[src/rtl/seq_divider_pkg.sv]
// Shared widths, FSM encoding and sign helper for the sequential divider.
package seq_divider_pkg;

  localparam int unsigned DATA_WIDTH    = 32;
  localparam int unsigned DIV_CNT_WIDTH = $clog2(DATA_WIDTH);

  typedef enum logic [1:0] {
    DIV_STATE_IDLE = 2'd0,
    DIV_STATE_CALC = 2'd1,
    DIV_STATE_FIX  = 2'd2
  } div_state_e;

  function automatic logic [DATA_WIDTH-1:0] cond_neg(input logic [DATA_WIDTH-1:0] x,
                                                     input logic                  neg);
    return neg ? (~x + DATA_WIDTH'(1)) : x;
  endfunction

endpackage

[src/rtl/seq_divider_if.sv]
// Start/busy/ready divide handshake between the MDU (master) and the divider (slave).
interface seq_divider_if;
  import seq_divider_pkg::*;

  logic [DATA_WIDTH-1:0] dividend_i;
  logic [DATA_WIDTH-1:0] divisior_i;
  logic                  signed_i;
  logic                  start_i;
  logic [DATA_WIDTH-1:0] quotient_o;
  logic [DATA_WIDTH-1:0] remainder_o;
  logic                  ready_o;
  logic                  busy_o;

  modport master (
    output dividend_i, divisior_i, signed_i, start_i,
    input  quotient_o, remainder_o, ready_o, busy_o
  );

  modport slave (
    input  dividend_i, divisior_i, signed_i, start_i,
    output quotient_o, remainder_o, ready_o, busy_o
  );
endinterface

[src/rtl/seq_divider_div_step.sv]
// One restoring iteration: shift in the next dividend bit, trial-subtract, select.
module seq_divider_div_step
  import seq_divider_pkg::*;
(
  input  logic [DATA_WIDTH-1:0] rem_i,
  input  logic [DATA_WIDTH-1:0] dvd_i,
  input  logic [DATA_WIDTH-1:0] dvs_i,
  output logic [DATA_WIDTH-1:0] rem_o,
  output logic [DATA_WIDTH-1:0] dvd_o,
  output logic                  q_bit_o
);

  logic [DATA_WIDTH:0] shifted_rem;
  logic [DATA_WIDTH:0] trial;

  assign shifted_rem = {rem_i, dvd_i[DATA_WIDTH-1]};
  assign trial       = shifted_rem - {1'b0, dvs_i};
  assign q_bit_o     = ~trial[DATA_WIDTH];
  assign rem_o       = q_bit_o ? trial[DATA_WIDTH-1:0] : shifted_rem[DATA_WIDTH-1:0];
  // Low bit is vacated here; the caller merges the quotient bit in.
  assign dvd_o       = {dvd_i[DATA_WIDTH-2:0], 1'b0};

endmodule

[src/rtl/seq_divider.sv]
// Iterative radix-2 restoring divider, signed/unsigned, fixed DATA_WIDTH+2 cycle latency.
module seq_divider
  import seq_divider_pkg::*;
(
  input  logic          clk_i,
  input  logic          rst_i,
  seq_divider_if.slave  div_if
);

  div_state_e               state;
  logic [DIV_CNT_WIDTH-1:0] cnt;
  logic [DATA_WIDTH-1:0]    rem_q;
  logic [DATA_WIDTH-1:0]    dvd_q;
  logic [DATA_WIDTH-1:0]    dvs_q;
  logic                     q_neg_q;
  logic                     r_neg_q;
  logic                     dz_q;

  logic [DATA_WIDTH-1:0]    rem_nxt;
  logic [DATA_WIDTH-1:0]    dvd_shift;
  logic                     q_bit;
  logic                     dvd_neg_c;
  logic                     dvs_neg_c;

  assign dvd_neg_c = div_if.signed_i & div_if.dividend_i[DATA_WIDTH-1];
  assign dvs_neg_c = div_if.signed_i & div_if.divisior_i[DATA_WIDTH-1];

  seq_divider_div_step u_step (
    .rem_i   (rem_q),
    .dvd_i   (dvd_q),
    .dvs_i   (dvs_q),
    .rem_o   (rem_nxt),
    .dvd_o   (dvd_shift),
    .q_bit_o (q_bit)
  );

  // The dividend register doubles as the quotient accumulator during CALC.
  always_ff @(posedge clk_i) begin
    if (rst_i) begin
      state              <= DIV_STATE_IDLE;
      cnt                <= '0;
      rem_q              <= '0;
      dvd_q              <= '0;
      dvs_q              <= '0;
      q_neg_q            <= 1'b0;
      r_neg_q            <= 1'b0;
      dz_q               <= 1'b0;
      div_if.quotient_o  <= '0;
      div_if.remainder_o <= '0;
      div_if.ready_o     <= 1'b0;
      div_if.busy_o      <= 1'b0;
    end else begin
      case (state)
        DIV_STATE_IDLE: begin
          if (div_if.start_i) begin
            rem_q          <= '0;
            dvd_q          <= cond_neg(div_if.dividend_i, dvd_neg_c);
            dvs_q          <= cond_neg(div_if.divisior_i, dvs_neg_c);
            q_neg_q        <= dvd_neg_c ^ dvs_neg_c;
            r_neg_q        <= dvd_neg_c;
            dz_q           <= (div_if.divisior_i == '0);
            cnt            <= '0;
            div_if.ready_o <= 1'b0;
            div_if.busy_o  <= 1'b1;
            state          <= DIV_STATE_CALC;
          end
        end
        DIV_STATE_CALC: begin
          rem_q <= rem_nxt;
          dvd_q <= dvd_shift | DATA_WIDTH'(q_bit);
          if (cnt == DIV_CNT_WIDTH'(DATA_WIDTH - 1)) begin
            cnt   <= '0;
            state <= DIV_STATE_FIX;
          end else begin
            cnt <= cnt + DIV_CNT_WIDTH'(1);
          end
        end
        DIV_STATE_FIX: begin
          // Divide by zero leaves the dividend magnitude in rem_q, so only the quotient needs overriding.
          div_if.quotient_o  <= dz_q ? '1 : cond_neg(dvd_q, q_neg_q);
          div_if.remainder_o <= cond_neg(rem_q, r_neg_q);
          div_if.ready_o     <= 1'b1;
          div_if.busy_o      <= 1'b0;
          state              <= DIV_STATE_IDLE;
        end
        default: state <= DIV_STATE_IDLE;
      endcase
    end
  end

endmodule

[src/flat_wrapper.sv]
// flat-port wrapper written by rule: the top's interface ports become plain ports
module seq_divider_flat import seq_divider_pkg::*;
  (clk_i, rst_i, div_if_dividend_i, div_if_divisior_i, div_if_signed_i, div_if_start_i, div_if_quotient_o, div_if_remainder_o, div_if_ready_o, div_if_busy_o);
  seq_divider_if div_if_i ();
  input  logic clk_i;
  input  logic rst_i;
  input wire logic [$bits(div_if_i.dividend_i)-1:0] div_if_dividend_i;
  input wire logic [$bits(div_if_i.divisior_i)-1:0] div_if_divisior_i;
  input wire logic [$bits(div_if_i.signed_i)-1:0] div_if_signed_i;
  input wire logic [$bits(div_if_i.start_i)-1:0] div_if_start_i;
  output wire logic [$bits(div_if_i.quotient_o)-1:0] div_if_quotient_o;
  output wire logic [$bits(div_if_i.remainder_o)-1:0] div_if_remainder_o;
  output wire logic [$bits(div_if_i.ready_o)-1:0] div_if_ready_o;
  output wire logic [$bits(div_if_i.busy_o)-1:0] div_if_busy_o;
  assign div_if_i.dividend_i = div_if_dividend_i;
  assign div_if_i.divisior_i = div_if_divisior_i;
  assign div_if_i.signed_i = div_if_signed_i;
  assign div_if_i.start_i = div_if_start_i;
  assign div_if_quotient_o = div_if_i.quotient_o;
  assign div_if_remainder_o = div_if_i.remainder_o;
  assign div_if_ready_o = div_if_i.ready_o;
  assign div_if_busy_o = div_if_i.busy_o;
  seq_divider u_core (.clk_i(clk_i), .rst_i(rst_i), .div_if(div_if_i));
endmodule
[config.mk]
export PLATFORM = sky130hd
export DESIGN_NAME = seq_divider_flat
export DESIGN_NICKNAME = d
export VERILOG_FILES = /design/src/rtl/seq_divider_pkg.sv /design/src/rtl/seq_divider_if.sv /design/src/rtl/seq_divider_div_step.sv /design/src/rtl/seq_divider.sv /design/src/flat_wrapper.sv
export SDC_FILE = /design/constraint.sdc
export NUM_CORES = 1
export LEC_CHECK = 0
export BUFFER_PORTS_ARGS = -buffer_cell sky130_fd_sc_hd__buf_2
export CORE_UTILIZATION = 55
export DETAILED_ROUTE_END_ITERATION = 12
export HOLD_SLACK_MARGIN = 0.15
export PLACE_DENSITY_LB_ADDON = 0.25
export RECOVER_POWER = 50
export SYNTH_ARGS = -nofsm -noshare
export SYNTH_HDL_FRONTEND = slang
export SYNTH_HIERARCHICAL = 1
export SYNTH_SLANG_ARGS = --single-unit
[constraint.sdc]
create_clock -name clk_i -period 6.3 [get_ports clk_i]
set_input_delay 0.63 -clock clk_i [delete_from_list [all_inputs] [get_ports clk_i]]
set_output_delay 0.63 -clock clk_i [all_outputs]
set_load 0.02 [all_outputs]
# Yosys cells after proc, flatten, opt, wreduce, memory -nomap -nowiden
# Cells that the tools add are included.
# totals
ff_bits	172
output_inout_bits	66
input_bits	68
# op_classes
n_eq_ne	5
bitwise_logic	9
addsub	6
mux	20
n_reduce_logical	8
# op_table
op	count
$mux 32	8
$add 32x1->32 const B	4
$not 32->32	4
$pmux 32 s2	2
$sub 33x32->33	1
$logic_not 32->1	1
$or 32x1->32	1
$mux 5	2
$pmux 5 s2	1
$reduce_and 2->1	4
$add 5x1->5 const B	1
$eq 5x5->1 const B	1
$mux 2	2
$pmux 1 s2	2
$pmux 2 s2	1
$reduce_bool 2->1	2
$and 1x1->1	2
$eq 2x1->1 const B	1
$eq 2x2->1 const B	1
$logic_not 2->1	1
$mux 1	2
$ne 2x1->1 const B	1
$ne 2x2->1 const B	1
$not 1->1	1
$xor 1x1->1	1

# Logic depth before layout (Yosys ltp)
# Gate-level depths: netlist of the first run.
# logic_depth
word_depth	5
ltp_mapped	18

# Cells and area by module
# The synthesis of the first run kept the hierarchy.
# modules_own_cells
mod	instances	cells_per_inst	area_per_inst_um2
seq_divider	1	1095	9091.2
seq_divider_div_step	1	342	2561.2

# Least setup slack after synthesis of the first run
# No wires, ideal clock.
# synth_timing
path_type	reg-to-reg
from	register u_core.dvd_q[31]
to	register u_core.rem_q[8]
setup_time_ns	0.117
path_buffers	2
slack_ns	2.847
required_time_ns	6.183
period_less_slack_ns	3.453
stages_incl_launch_ff	17
t_arrival_ns	3.336
cell_sequence	dfxtp_1 -> inv_1 -> ha_1 -> fa_1 -> and2b_1 -> o2111ai_2 -> a21oi_2 -> o211ai_2 -> a211oi_4 -> nor2_4 -> mux2i_4 -> and2_4 -> buf_12 -> inv_8 -> buf_12 -> mux2_4 -> a22o_2
# synth_between
elab_chain_cells	3
# synth_rtl
item	line_no	source
start: declaration	seq_divider.sv:13	logic [DATA_WIDTH-1:0] dvd_q;
start signal: assignment	seq_divider.sv:57	dvd_q <= cond_neg(div_if.dividend_i, dvd_neg_c);
start signal: assignment	seq_divider.sv:70	dvd_q <= dvd_shift | DATA_WIDTH'(q_bit);
$sub 33x32->33	seq_divider_div_step.sv:17	assign trial = shifted_rem - {1'b0, dvs_i};
$mux 32	seq_divider_div_step.sv:19	assign rem_o = q_bit_o ? trial[DATA_WIDTH-1:0] : shifted_rem[DATA_WIDTH-1:0];
via u_core.rem_nxt[8]	seq_divider.sv:19	logic [DATA_WIDTH-1:0] rem_nxt;
$pmux 32 s2	seq_divider.sv:53	case (state)
end signal: assignment	seq_divider.sv:69	rem_q <= rem_nxt;
end: declaration	seq_divider.sv:12	logic [DATA_WIDTH-1:0] rem_q;
# The timed path passes the listed nets, and every way through them passes these cells.
# A chain may end at the register's enable or synchronous reset.

# Worst setup path after layout of the first run
# layout_timing
from	register u_core.state[1]
to	register u_core.div_if.quotient_o[30]
# layout_between
elab_chain_cells	1
# layout_rtl
item	line_no	source
start: declaration	seq_divider.sv:10	div_state_e state;
start signal: assignment	seq_divider.sv:40	state <= DIV_STATE_IDLE;
start signal: assignment	seq_divider.sv:65	state <= DIV_STATE_CALC;
start signal: assignment	seq_divider.sv:73	state <= DIV_STATE_FIX;
$eq 2x2->1	seq_divider.sv:53	
end signal: assignment	seq_divider.sv:80	div_if.quotient_o <= dz_q ? '1 : cond_neg(dvd_q, q_neg_q);
end: declaration	seq_divider_if.sv:21	output quotient_o, remainder_o, ready_o, busy_o
# No other way between the ends.

==> reports/summary.txt, run 1 <==
outcome - complete, but fails checks
failing checks - max-capacitance violations, max-slew violations
I/O pins - 134
Layout area overhead - 8.61%
class of the worst hold path - register to register
max capacitance violation total - 3
top cells by count, synth - 172 x dfxtp_1, 111 x a21oi_1, 100 x nand2_1, 95 x o21ai_0, 90 x nor2_1
GRT Resource Usage Total - 29.6%
placed cell area - 0.0121 mm2
Core Area - 0.0205 mm2
Final Instance Area - 0.0127 mm2
Yosys top cell area share - 29.6%
Ys Warns - 6
ant diodes - 0
hold_buf cts - 0
CTS HTree Levels - 4
total gr overflow - 0
synthesized area - 0.0117 mm2
wire length of the first global-routing pass - 51400 um
Layout Nets - 1585
Fillers - 1922
root buf cell - clkbuf_16
unrepaired setup endpoints after global routing - no
vias per inst - 6.32
PostCTS Resize Cnt - 0
Crit Path Class - register to register
Lkg Pwr - 4.87 nW
Chip Height - 148 um
Post-synth EDFFs - 0
total CTS buffers - 17
hpwl dp - 23900 um
crit end category - register
Most used DFF post-synth - dfxtp_1
Slew headroom - -107%
Longest Clk Path Bufs - 2
ranking of synthesized cells by area - dfxtp_1 30%, xor2_1 4.9%, a21oi_1 4.8%
top-count cell post-synth - dfxtp_1
Max Slew Vio Count - 174
Antenna Violating Nets Remaining - 0
Total Power - 5.07 mW
CTS Sinks - 172
Post-Syn Area per Cell - 8.11 um2
number of detailed-route iterations in the first pass - 5
Worst path max stage delay - 1.69 ns
clk slew on worst S/H paths - 0.07 ns
drt total wl - 33100 um
placed cell count - 1729
DR iter-0 viols - 1196
pwr dens - 401 mW/mm2
Residual DRC - 0
Seq cells post-synth - 172
Least-Margin Pin Slew - 3.10 ns
Synth Instances - 1437
Die W - 148 um
largest net degree at the start of global routing - 71
setup TNS - 0 ns
crit start category - register
vias in the first global route - 9402
crit path DAT - 4.28 ns
Initial Utilization - 56.9%
post-route insts no fill - 1761
endpoints failing hold - 0
postcts setup bufs - 0
Top Family by Delay on Critical Path - buffers and inverters
Syn Nets - 1544
CTS tree - built
Distinct cells, synth - 93
CP bufs+invs - 1
count of input and output buffers - 133
final setup vio count - 0
footprint of the multi-input gates - 0.00736 mm2
clock skew - 0.00843 ns
Crit-path slowest cell - clkbuf_1
CP required - 6.63 ns
Max Fanout on Critical Path - 63
DIE AREA - 0.0218 mm2
initial antenna violation count - 0
Final period util - 62.7%
RD Place Congestion - 0.950
sequential share of the synthesized area - 29.6%
Period minus WS final - 3.95 ns
peak supply drop - 0.000283 V
Storage cell area - 0.00344 mm2
Rows - 52
vias - 11136
worst skew pair latency - 0.43 ns
crit path cell chain - nor2b_2 > clkbuf_1 > nand2b_1 > nor3_1 > a21oi_1 > and3_1
layout cells sized above 1 - 11.6%
wire length per cell - 18.8 um
ys async rst share - 0%
flop-to-flop setup slack - 2.35 ns
Synth area leader - dfxtp_1
Achievable Freq - 253 MHz
## flip-flops by register name (all words and copies together) (netlist names), 2 cells and up
signal and cells:
u_core/div_if.remainder_o 32, u_core/dvs_q 32, u_core/cnt 5, u_core/state 2, u_core/rem_q 32, u_core/div_if.quotient_o 32, u_core/dvd_q 32
## layout make-up
cell class | instances | area share [%]
multi-input combinational | 1085 | 58.1
sequential | 172 | 27.2
timing repair buffer | 146 | 5.26
clock buffer | 18 | 3.39
tap | 270 | 2.67
inverter | 56 | 1.72
clock inverter | 14 | 1.62
## metal layers
metal  track usage (%)  wire [um]
met1              46.3      16200
met3              4.41       2690
met2              42.5      13900
met5                 0          0
met4              5.57        278
## path summary, 6_finish.rpt
| path | from | endpoint | cells past startpoint |
|---|---|---|---|
| setup / recovery | u_core/state[1] | u_core/div_if.quotient_o[30] | 6 |
| hold reg to reg | u_core/div_if.remainder_o[29] | u_core/div_if.remainder_o[29] | 2 |
| hold / removal | u_core/div_if.remainder_o[29] | u_core/div_if.remainder_o[29] | 2 |
| setup reg to reg | u_core/state[1] | u_core/div_if.quotient_o[30] | 6 |
## per-stage QoR
step	setup slack [ns]	hold WS [ns]	utilization [%]
after floorplan	2.85	0.439	-
after global placement	2.72	0.432	59.2
after detailed placement	2.60	0.439	59.2
after CTS	2.57	0.450	62.3
after global routing	1.99	0.475	61.8
final	2.35	0.447	61.8
## cells by family (layout without fill, tap and decap cells)
| group | count (synthesis) | after routing | share of synthesized area, % |
|---|---|---|---|
| XOR/XNOR | 108 | 108 | 8.12 |
| AND/OR/NAND/NOR | 421 | 421 | 18.7 |
| adder cells (fa/ha/maj) | 39 | 39 | 4.25 |
| flip-flops | 172 | 172 | 29.6 |
| other | 1 | 1 | 0.0322 |
| multiplexers | 34 | 34 | 3.90 |
| AO/OA/AOI/OAI | 482 | 482 | 28.0 |
| buffers and inverters | 180 | 234 | 7.45 |
## tightest hold or removal path, cell delays in order, from the launching register on
cell and delay, ns:
dfxtp_1 0.31, nand2_1 0.05, o21ai_1 0.05
## cells in the final DEF, fill, tap and decap left out, types with 19 or more instances in the layout
cell      synthesis  final
a211oi_1         24     24
a21oi_1         111    111
a22o_1           33     33
a31oi_1          22     22
and3_1           21     21
buf_2             4     67
clkbuf_1         72     71
dfxtp_1         172    172
ha_1             38     38
inv_1            54     54
mux2_4           19     19
nand2_1         100    100
nand3_1          40     40
nor2_1           90     88
nor3_1           36     36
nor4_1           23     23
o21ai_0          95     96
o21ai_1          26     25
xnor2_1          43     43
xor2_1           65     65
## report_power, final
group          switching (mW)  total (mW)  internal (mW)
Sequential              0.191        1.37           1.18
Clock                   0.480        1.15          0.674
Combinational            1.50        2.55           1.05
Total                    2.17        5.07           2.90
(Power assumes the default switching activity.)
==> run 2, diff against run 1 <==
==> constraint.sdc (replaced) <==
create_clock -name clk_i -period 4 [get_ports clk_i]
set_input_delay 0.4 -clock clk_i [delete_from_list [all_inputs] [get_ports clk_i]]
set_output_delay 0.4 -clock clk_i [all_outputs]
set_load 0.02 [all_outputs]
==> reports/summary.txt, run 2 (synthesized netlist as in run 1, its figures left out) <==
outcome - completed
initial antenna violation count - 0
postcts setup bufs - 0
total gr overflow - 0
crit end category - register
vias per inst - 6.35
Layout area overhead - 8.82%
placed cell area - 0.0122 mm2
Max Fanout on Critical Path - 24
hpwl dp - 24300 um
drt total wl - 33500 um
final setup vio count - 0
DIE AREA - 0.0218 mm2
Worst path max stage delay - 0.50 ns
Fillers - 1937
vias in the first global route - 9904
Final period util - 92.7%
endpoints failing hold - 0
CP required - 4.32 ns
CTS Sinks - 172
Core Area - 0.0205 mm2
peak supply drop - 0.000462 V
crit start category - register
Lkg Pwr - 4.91 nW
I/O pins - 134
total CTS buffers - 17
commonest non-fill, non-tap cell in the layout - dfxtp_1
wire length of the first global-routing pass - 52900 um
CTS HTree Levels - 4
Storage cell area - 0.00344 mm2
number of detailed-route iterations in the first pass - 5
worst skew pair latency - 0.43 ns
Die W - 148 um
largest net degree at the start of global routing - 78
crit path DAT - 4.03 ns
crit path cell chain - inv_1 > fa_1 > and2b_1 > o2111ai_2 > a21oi_2 > o211ai_2 > a211oi_4 > nor2_4 > mux2i_4 > and2_4 > inv_8 > mux2_4 > a22o_2
vias - 11238
Antenna Violating Nets Remaining - 0
DR iter-0 viols - 1297
max capacitance violation total - 0
pwr dens - 626 mW/mm2
layout cells sized above 1 - 12.2%
class of the worst hold path - input pin to register
wire length per cell - 18.9 um
hold_buf cts - 0
Final Instance Area - 0.0127 mm2
Rows - 52
ant diodes - 0
Initial Utilization - 56.9%
RD Place Congestion - 0.920
Crit Path Class - register to register
root buf cell - clkbuf_16
CTS tree - built
unrepaired setup endpoints after global routing - no
Least-Margin Pin Slew - 1.41 ns
setup TNS - 0 ns
Period minus WS final - 3.71 ns
commonest non-fill, non-tap cells in the layout - 172 x dfxtp_1, 111 x a21oi_1, 100 x nand2_1
Layout Nets - 1595
Top Family by Delay on Critical Path - compound AO/OA/AOI/OAI gates
clock skew - 0.00934 ns
Chip Height - 148 um
Max Slew Vio Count - 0
count of input and output buffers - 133
Crit-path slowest cell - dfxtp_1
Longest Clk Path Bufs - 2
Slew headroom - 6.12%
clk slew on worst S/H paths - 0.07 ns
Residual DRC - 0
GRT Resource Usage Total - 30.5%
PostCTS Resize Cnt - 0
CP bufs+invs - 2
Achievable Freq - 270 MHz
footprint of the multi-input gates - 0.00734 mm2
-- run 2: per-layer routing --
metal | global-route usage (%) | share of wire, % | wire [um] | vias up
met5 | 0 | 0 | 0 | -
met4 | 8.97 | 1.6 | 539 | 0
li1 | - | - | - | 5410
met3 | 5.19 | 8.2 | 2760 | 45
met1 | 46.4 | 49 | 16300 | 5304
met2 | 43.3 | 42 | 13900 | 479
-- run 2: worst paths after layout --
path / startpoint / endpoint / slack, ns / depth (start not counted)
setup reg to reg: u_core/rem_q[0] / u_core/rem_q[8] / 0.29 / 13
setup / recovery: u_core/rem_q[0] / u_core/rem_q[8] / 0.29 / 13
hold reg to reg: u_core/div_if.remainder_o[23] / u_core/div_if.remainder_o[23] / 0.45 / 2
hold / removal: div_if_dividend_i[28] / u_core/dvd_q[28] / 0.27 / 3
-- run 2: through the flow --
step | util [%] | hold WS, ns | total power, mW | setup slack (ns) | cells
2_1_floorplan | - | 0.439 | 5.42 | 0.547 | 1437
4_1_cts | 62.4 | 0.258 | 7.87 | 0.345 | 1771
3_5_place_dp | 59.5 | 0.437 | 6.18 | 0.381 | 1739
3_3_place_gp | 59.5 | 0.429 | 6.15 | 0.518 | 1739
5_1_grt | 61.9 | 0.291 | 8.36 | 0.0475 | 1771
6_report | 61.9 | 0.274 | 7.93 | 0.291 | 1771
-- run 2: final cells by class --
class / instances / area share (%)
flip-flops and latches: 172 / 27.2
clock inverters: 14 / 1.24
repair buffers: 156 / 5.91
clock buffers: 18 / 3.38
multi-input cells: 1085 / 57.9
inverters: 56 / 1.72
well taps: 270 / 2.66
-- run 2: worst register-to-register path, cell delays in order (launching register included) --
cell	delay, ns
dfxtp_1	0.50
inv_1	0.11
fa_1	0.47
and2b_1	0.26
o2111ai_2	0.14
a21oi_2	0.26
o211ai_2	0.17
a211oi_4	0.30
nor2_4	0.09
mux2i_4	0.32
and2_4	0.31
inv_8	0.12
mux2_4	0.33
a22o_2	0.23
-- run 2: where the power goes --
group	switching, mW	internal [mW]	total, mW
Combinational	2.44	1.69	4.14
Sequential	0.260	1.86	2.12
Clock	0.747	0.933	1.68
